## src/rtl/trace_ctrl_pkg.sv

```systemverilog
// trace_ctrl_pkg: shared constants for the trace command controller.
//   - host command opcodes (single-byte commands from the UART receiver)
//   - trace width codes driven to traceIF
//   - reply FSM and transmit arbiter state encodings
package trace_ctrl_pkg;

  // Host command opcodes
  localparam logic [7:0] CMD_W1     = 8'h01;
  localparam logic [7:0] CMD_W2     = 8'h02;
  localparam logic [7:0] CMD_W4     = 8'h03;
  localparam logic [7:0] CMD_EN_OFF = 8'h10;
  localparam logic [7:0] CMD_EN_ON  = 8'h11;
  localparam logic [7:0] CMD_STATUS = 8'h20;

  // Trace width codes (1, 2 and 4 data bits)
  localparam logic [1:0] WIDTH_1 = 2'd1;
  localparam logic [1:0] WIDTH_2 = 2'd2;
  localparam logic [1:0] WIDTH_4 = 2'd3;

  // Status reply sequencer: HDR, STAT, WID bytes
  typedef enum logic [1:0] {
    R_IDLE = 2'd0,
    R_HDR  = 2'd1,
    R_STAT = 2'd2,
    R_WID  = 2'd3
  } reply_state_e;

  // Transmit arbiter: HOLD covers the cycle the UART needs to drop txFree
  typedef enum logic {
    T_IDLE = 1'b0,
    T_HOLD = 1'b1
  } tx_state_e;

endpackage

```

## src/rtl/trace_cmd_decode.sv

```systemverilog
// trace_cmd_decode: combinational host command decoder.
//   rxByte_i/rxStrobe_i : received byte and its one-cycle valid pulse
//   setWidth_o/widthVal_o : width update strobe and the new width code
//   setEn_o/clrEn_o     : trace enable set/clear strobes
//   statusReq_o         : status reply request strobe
// Strobes are high only in the rxStrobe cycle; unknown opcodes produce nothing.
module trace_cmd_decode
  import trace_ctrl_pkg::*;
(
  input  logic [7:0] rxByte_i,
  input  logic       rxStrobe_i,
  output logic       setWidth_o,
  output logic [1:0] widthVal_o,
  output logic       setEn_o,
  output logic       clrEn_o,
  output logic       statusReq_o
);

  always_comb begin
    setWidth_o  = 1'b0;
    widthVal_o  = WIDTH_2;
    setEn_o     = 1'b0;
    clrEn_o     = 1'b0;
    statusReq_o = 1'b0;
    if (rxStrobe_i) begin
      case (rxByte_i)
        CMD_W1:     begin setWidth_o = 1'b1; widthVal_o = WIDTH_1; end
        CMD_W2:     begin setWidth_o = 1'b1; widthVal_o = WIDTH_2; end
        CMD_W4:     begin setWidth_o = 1'b1; widthVal_o = WIDTH_4; end
        CMD_EN_OFF: clrEn_o     = 1'b1;
        CMD_EN_ON:  setEn_o     = 1'b1;
        CMD_STATUS: statusReq_o = 1'b1;
        default: ;
      endcase
    end
  end

endmodule

```

## src/rtl/trace_ctrl.sv

```systemverilog
// trace_ctrl: trace path command controller and UART transmit arbiter.
//   clkOut, rst            : 48 MHz clock, synchronous active-high reset
//   rxByte/rxStrobe/rxErr  : UART receiver byte, valid pulse, framing error
//   sync, overflow         : traceIF in-sync level, packSend overflow level
//   pktReady/pktData/pktNext : packSend byte stream handshake
//   txFree/txStart/txByte  : shared UART transmitter handshake
//   width, traceEn         : configuration outputs to traceIF
// Optional feature macro TRACE_CTRL_ACK_EN: each set/enable command queues
// one ACK_BYTE reply (1-deep, merged), sent ahead of a starting status reply.
module trace_ctrl
  import trace_ctrl_pkg::*;
#(
  parameter logic [1:0] RESET_WIDTH = 2'd2,
  parameter logic [7:0] STATUS_HDR  = 8'hA5,
  parameter logic [7:0] ACK_BYTE    = 8'hAC
) (
  input  logic       clkOut,
  input  logic       rst,
  input  logic [7:0] rxByte,
  input  logic       rxStrobe,
  input  logic       rxErr,
  input  logic       sync,
  input  logic       overflow,
  input  logic       pktReady,
  input  logic [7:0] pktData,
  output logic       pktNext,
  input  logic       txFree,
  output logic       txStart,
  output logic [7:0] txByte,
  output logic [1:0] width,
  output logic       traceEn
);

  logic       setWidth, setEn, clrEn, statusReq;
  logic [1:0] widthVal;

  trace_cmd_decode u_dec (
    .rxByte_i    (rxByte),
    .rxStrobe_i  (rxStrobe),
    .setWidth_o  (setWidth),
    .widthVal_o  (widthVal),
    .setEn_o     (setEn),
    .clrEn_o     (clrEn),
    .statusReq_o (statusReq)
  );

  reply_state_e rstate_q, rstate_d;
  tx_state_e    tstate_q, tstate_d;
  logic [1:0]   width_q, width_d;
  logic         en_q, en_d;
  logic         errS_q, errS_d;
  logic         ovfS_q, ovfS_d;
  logic         txStart_q, txStart_d;
  logic         pktNext_q, pktNext_d;
  logic [7:0]   txByte_q, txByte_d;
  logic         issueStat;
  logic [7:0]   statByte;

`ifdef TRACE_CTRL_ACK_EN
  logic ackPend_q, ackPend_d;
  logic ackIssue;
`else
  // Ack reply byte has no user in this build.
  logic unused_ackByte;
  assign unused_ackByte = ^ACK_BYTE;
`endif

  assign statByte = {4'b0, errS_q, ovfS_q, sync, en_q};

  // Decisions are made in T_IDLE and registered, so txStart/pktNext/txByte
  // appear one cycle later as clean register outputs. That register stage is
  // what sets the 2-cycle reply latency and the 1-byte-per-2-cycles rate.
  always_comb begin
    rstate_d  = rstate_q;
    tstate_d  = tstate_q;
    width_d   = width_q;
    en_d      = en_q;
    txStart_d = 1'b0;
    pktNext_d = 1'b0;
    txByte_d  = txByte_q;
    issueStat = 1'b0;
`ifdef TRACE_CTRL_ACK_EN
    ackIssue  = 1'b0;
`endif

    if (setWidth) width_d = widthVal;
    if (setEn)      en_d = 1'b1;
    else if (clrEn) en_d = 1'b0;

    // A status request while a reply is in flight is dropped.
    if (statusReq && rstate_q == R_IDLE) rstate_d = R_HDR;

    case (tstate_q)
      T_IDLE: begin
        if (txFree) begin
`ifdef TRACE_CTRL_ACK_EN
          // Ack may only go out before HDR, never between reply bytes.
          if (ackPend_q && (rstate_q == R_IDLE || rstate_q == R_HDR)) begin
            ackIssue  = 1'b1;
            txByte_d  = ACK_BYTE;
            txStart_d = 1'b1;
            tstate_d  = T_HOLD;
          end else
`endif
          if (rstate_q != R_IDLE) begin
            txStart_d = 1'b1;
            tstate_d  = T_HOLD;
            case (rstate_q)
              R_HDR: begin
                txByte_d = STATUS_HDR;
                rstate_d = R_STAT;
              end
              R_STAT: begin
                txByte_d  = statByte;
                issueStat = 1'b1;
                rstate_d  = R_WID;
              end
              default: begin
                txByte_d = {6'b0, width_q};
                rstate_d = R_IDLE;
              end
            endcase
          end else if (pktReady) begin
            txByte_d  = pktData;
            txStart_d = 1'b1;
            pktNext_d = 1'b1;
            tstate_d  = T_HOLD;
          end
        end
      end
      default: tstate_d = T_IDLE;
    endcase

    // Clear on STAT issue, but a same-cycle set event keeps the flag.
    errS_d = (errS_q & ~issueStat) | rxErr;
    ovfS_d = (ovfS_q & ~issueStat) | overflow;
`ifdef TRACE_CTRL_ACK_EN
    ackPend_d = (ackPend_q & ~ackIssue) | setWidth | setEn | clrEn;
`endif
  end

  always_ff @(posedge clkOut) begin
    if (rst) begin
      rstate_q  <= R_IDLE;
      tstate_q  <= T_IDLE;
      width_q   <= RESET_WIDTH;
      en_q      <= 1'b1;
      errS_q    <= 1'b0;
      ovfS_q    <= 1'b0;
      txStart_q <= 1'b0;
      pktNext_q <= 1'b0;
      txByte_q  <= 8'h00;
`ifdef TRACE_CTRL_ACK_EN
      ackPend_q <= 1'b0;
`endif
    end else begin
      rstate_q  <= rstate_d;
      tstate_q  <= tstate_d;
      width_q   <= width_d;
      en_q      <= en_d;
      errS_q    <= errS_d;
      ovfS_q    <= ovfS_d;
      txStart_q <= txStart_d;
      pktNext_q <= pktNext_d;
      txByte_q  <= txByte_d;
`ifdef TRACE_CTRL_ACK_EN
      ackPend_q <= ackPend_d;
`endif
    end
  end

  assign txStart = txStart_q;
  assign pktNext = pktNext_q;
  assign txByte  = txByte_q;
  assign width   = width_q;
  assign traceEn = en_q;

endmodule
```

## config.mk

```make
export PLATFORM = sky130hd
export DESIGN_NAME = trace_ctrl
export DESIGN_NICKNAME = d
export VERILOG_FILES = /design/src/rtl/trace_ctrl_pkg.sv /design/src/rtl/trace_cmd_decode.sv /design/src/rtl/trace_ctrl.sv
export SDC_FILE = /design/constraint.sdc
export NUM_CORES = 1
export LEC_CHECK = 0
export ABC_AREA = 1
export BUFFER_PORTS_ARGS = -buffer_cell sky130_fd_sc_hd__buf_4
export CELL_PAD_IN_SITES_DETAIL_PLACEMENT = 1
export CELL_PAD_IN_SITES_GLOBAL_PLACEMENT = 1
export CORE_MARGIN = 8
export CORE_UTILIZATION = 33
export DETAILED_ROUTE_END_ITERATION = 8
export PLACE_DENSITY = 0.85
export SYNTH_ARGS = -nofsm -noshare
export SYNTH_HDL_FRONTEND = slang
export SYNTH_SLANG_ARGS = --single-unit
```

## constraint.sdc

```tcl
create_clock -name clkOut -period 3.1 [get_ports clkOut]
set_clock_uncertainty 0.2 [all_clocks]
set_input_delay 0 -clock clkOut [delete_from_list [all_inputs] [get_ports clkOut]]
set_output_delay 0 -clock clkOut [all_outputs]
set_load 0.1 [all_outputs]
```

==> impl_metrics.json <==
{
  "ys_types": 19,
  "cp_max_fo": 3,
  "stdcell_area_sq_um": 1500,
  "synth_top_area_share_pct": 38.3,
  "drtPass1Iterations": 4,
  "root_buffer": "clkbuf_4",
  "p_per_area_nw_per_um2": 400,
  "grt_max_degree": 13,
  "ctsHtreeMaxLevel": 1,
  "register_area_sq_um": 340,
  "synthesis.nets": 158,
  "ant_nets": 0,
  "die_h_microns": 67.9,
  "vdd_drop_max_v": 0.000300,
  "vias_per_cell": 4.78,
  "maxCapViolCount": 0,
  "r2r-start": "rstate_q[0]",
  "whs_path_depth": 6,
  "grt_pass1_wl_microns": 5920,
  "row_count": 19,
  "vias": 1095,
  "grt.overflow.total": 0,
  "finalCritPeriodShare_pct": 95.1,
  "worstSetupEndpoint": "width[0]",
  "crit_type": "input pin to register",
  "post-cts-setup-buffers": 0,
  "finalSetupViolCount": 0,
  "die_w_microns": 67.9,
  "end_kind": "register",
  "status": "finished clean",
  "antennaDiodeCount": 0,
  "antenna_found_initial": 0,
  "cts_buffer_depth": 2,
  "dieArea_sq_um": 4610,
  "routedWlPerCell_microns": 15.1,
  "crit_required_ns": 3.09,
  "hold_class": "input pin to register",
  "io_pins": 37,
  "critical_path_arrival_ns": 2.94,
  "seq_area_frac_synth_pct": 38.3,
  "r2r_setup_slack_ns": 0.75,
  "syn_area_sq_um": 890,
  "slew_headroom_pct": 69.1,
  "hold_violations": 0,
  "reg2reg_depth": 8,
  "drtIter0Drc": 34,
  "tightest_slew_ns": 0.463,
  "wl_microns": 3450,
  "cts_tree": "done",
  "clkLatencyLatePin_ns": 0.30,
  "rsz0062_at_grt": "false",
  "num-nets-final": 226,
  "layout_min_cycle_time_ns": 2.95,
  "worstSetupStartpointType": "input pin",
  "areaGrowthSynthToFinish_pct": 68.9,
  "dpl_cell_area_sq_um": 1180,
  "io_buffers": 36,
  "hpwl_microns": 2270,
  "leakage_nw": 0.710,
  "grt_usage_pct": 16.9,
  "ys_ff_latch": 17,
  "drc": 0,
  "fillers": 348,
  "ys_warn_count": 0,
  "synth_cells": 131,
  "crit_start": "rxByte[6]",
  "yosys-top-cells-area": "dfxtp_1, nand2_1, nor2_1, inv_1, nand3_1",
  "timing.rr.end": "txByte[3]",
  "drv_slew": 0,
  "syn_avg_cell_area_sq_um": 6.79,
  "fmax_mhz": 339,
  "multiInputGateArea_sq_um": 457,
  "design.core.area_sq_um": 2660,
  "start_util_pct": 33.4,
  "finalSetupTns_ns": 0,
  "routabilityCongestion": 0.765,
  "path_clk_slew_ns": 0.11,
  "cts_buffers": 3,
  "synth_top_area_cell": "dfxtp_1",
  "clock_sinks": 17,
  "grt_pass1_vias": 1287,
  "drive_gt1_share_pct": 24.7
}
worst min-delay path by stage:
stage / from / endpoint / slack (ns)
2_1_floorplan: rst / txByte[3] / -0.13
3_3_place_gp: overflow / ovfS_q / 0.006
3_5_place_dp: overflow / ovfS_q / 0.02
4_1_cts: txFree / ovfS_q / 0.02
5_1_grt: txFree / errS_q / 0.07
6_report: txFree / ovfS_q / 0.04
layout make-up:
class / instances / area share, %
clock buffer: 3 / 1.50
clock inverter: 1 / 0.333
inverter: 19 / 5.25
multi-input combinational: 93 / 30.4
sequential: 17 / 22.6
tap: 31 / 2.58
timing repair buffer: 65 / 37.3
critical path, cell delays in order:
cell	delay [ns]
dlygate4sd3_1	0.54
buf_4	0.13
nor2_1	0.11
dlygate4sd3_1	0.59
nand3_1	0.11
nor2_2	0.16
nand2_1	0.06
dlygate4sd3_1	0.57
nand2_1	0.08
nor2_1	0.05
dlygate4sd3_1	0.55
cell usage after synthesis:
cell,count
nand2_1,35
nor2_1,18
dfxtp_1,17
inv_1,17
nand3_1,12
o21ai_0,10
a21oi_1,6
ha_1,3
a21oi_2,2
nand4_1,2
buf_2,1
buf_6,1
inv_4,1
inv_6,1
nand2_2,1
nor2_4,1
nor3_1,1
o21ai_2,1
o21ai_4,1
metal layers:
layer  share of wire, %  global-route usage, %  vias to the layer above
li1                   -                      -                      546
met1                 36                   16.4                      510
met2                 56                   33.1                       30
met3                4.8                   3.44                        9
met4                2.5                   7.93                        0
met5                  0                      0                        -
logic make-up (layout without fill, tap and decap cells):
family	Yosys count	count (layout)	synth area share, %
adder cells (fa/ha/maj)	3	3	4.22
AO/OA/AOI/OAI	20	20	13.8
flip-flops	17	17	38.3
buffers and inverters	21	88	10.7
AND/OR/NAND/NOR	70	70	33.1
state kept, by name, indices dropped and copies added, names as in the netlist:
| signal | count |
|---|---|
| txByte | 8 |
| rstate_q | 2 |
| width | 2 |
| errS_q | 1 |
| ovfS_q | 1 |
| pktNext | 1 |
| traceEn | 1 |
| txStart | 1 |
stage by stage:
stage                     power, mW  hold WS [ns]  util (%)  setup slack (ns)  cells
after global routing          0.635        0.0698      56.4            0.0353    229
after floorplan               0.395        -0.131         -              1.31    131
after global placement        0.448       0.00627      44.4              1.37    196
after detailed placement      0.453        0.0177      44.4              1.26    196
final                         0.602        0.0356      56.4             0.152    229
after CTS                     0.601        0.0205      56.3             0.187    229
timing repair:
item / 4_1_cts / 5_1_grt
gates resized for setup: 0 / 1
setup endpoints to repair: 0 / 1
endpoints found under the hold margin: 17 / 0
hold buffers: 29 / 0
where the power goes:
part | total, mW | leakage, nW | switching [mW] | internal, mW
Clock | 0.127 | 0.0177 | 0.0788 | 0.0481
Sequential | 0.242 | 0.139 | 0.00893 | 0.233
Combinational | 0.233 | 0.553 | 0.154 | 0.0786
layout by cell type, fill, tap and decap left out, types with 2 or more instances in the layout:
| cell | count |
|---|---|
| a21oi_1 | 6 |
| a21oi_2 | 2 |
| buf_4 | 36 |
| clkbuf_4 | 3 |
| dfxtp_1 | 17 |
| dlygate4sd3_1 | 29 |
| ha_1 | 3 |
| inv_1 | 17 |
| nand2_1 | 35 |
| nand3_1 | 12 |
| nand4_1 | 2 |
| nor2_1 | 17 |
| o21ai_0 | 10 |
(Power assumes the default switching activity.)
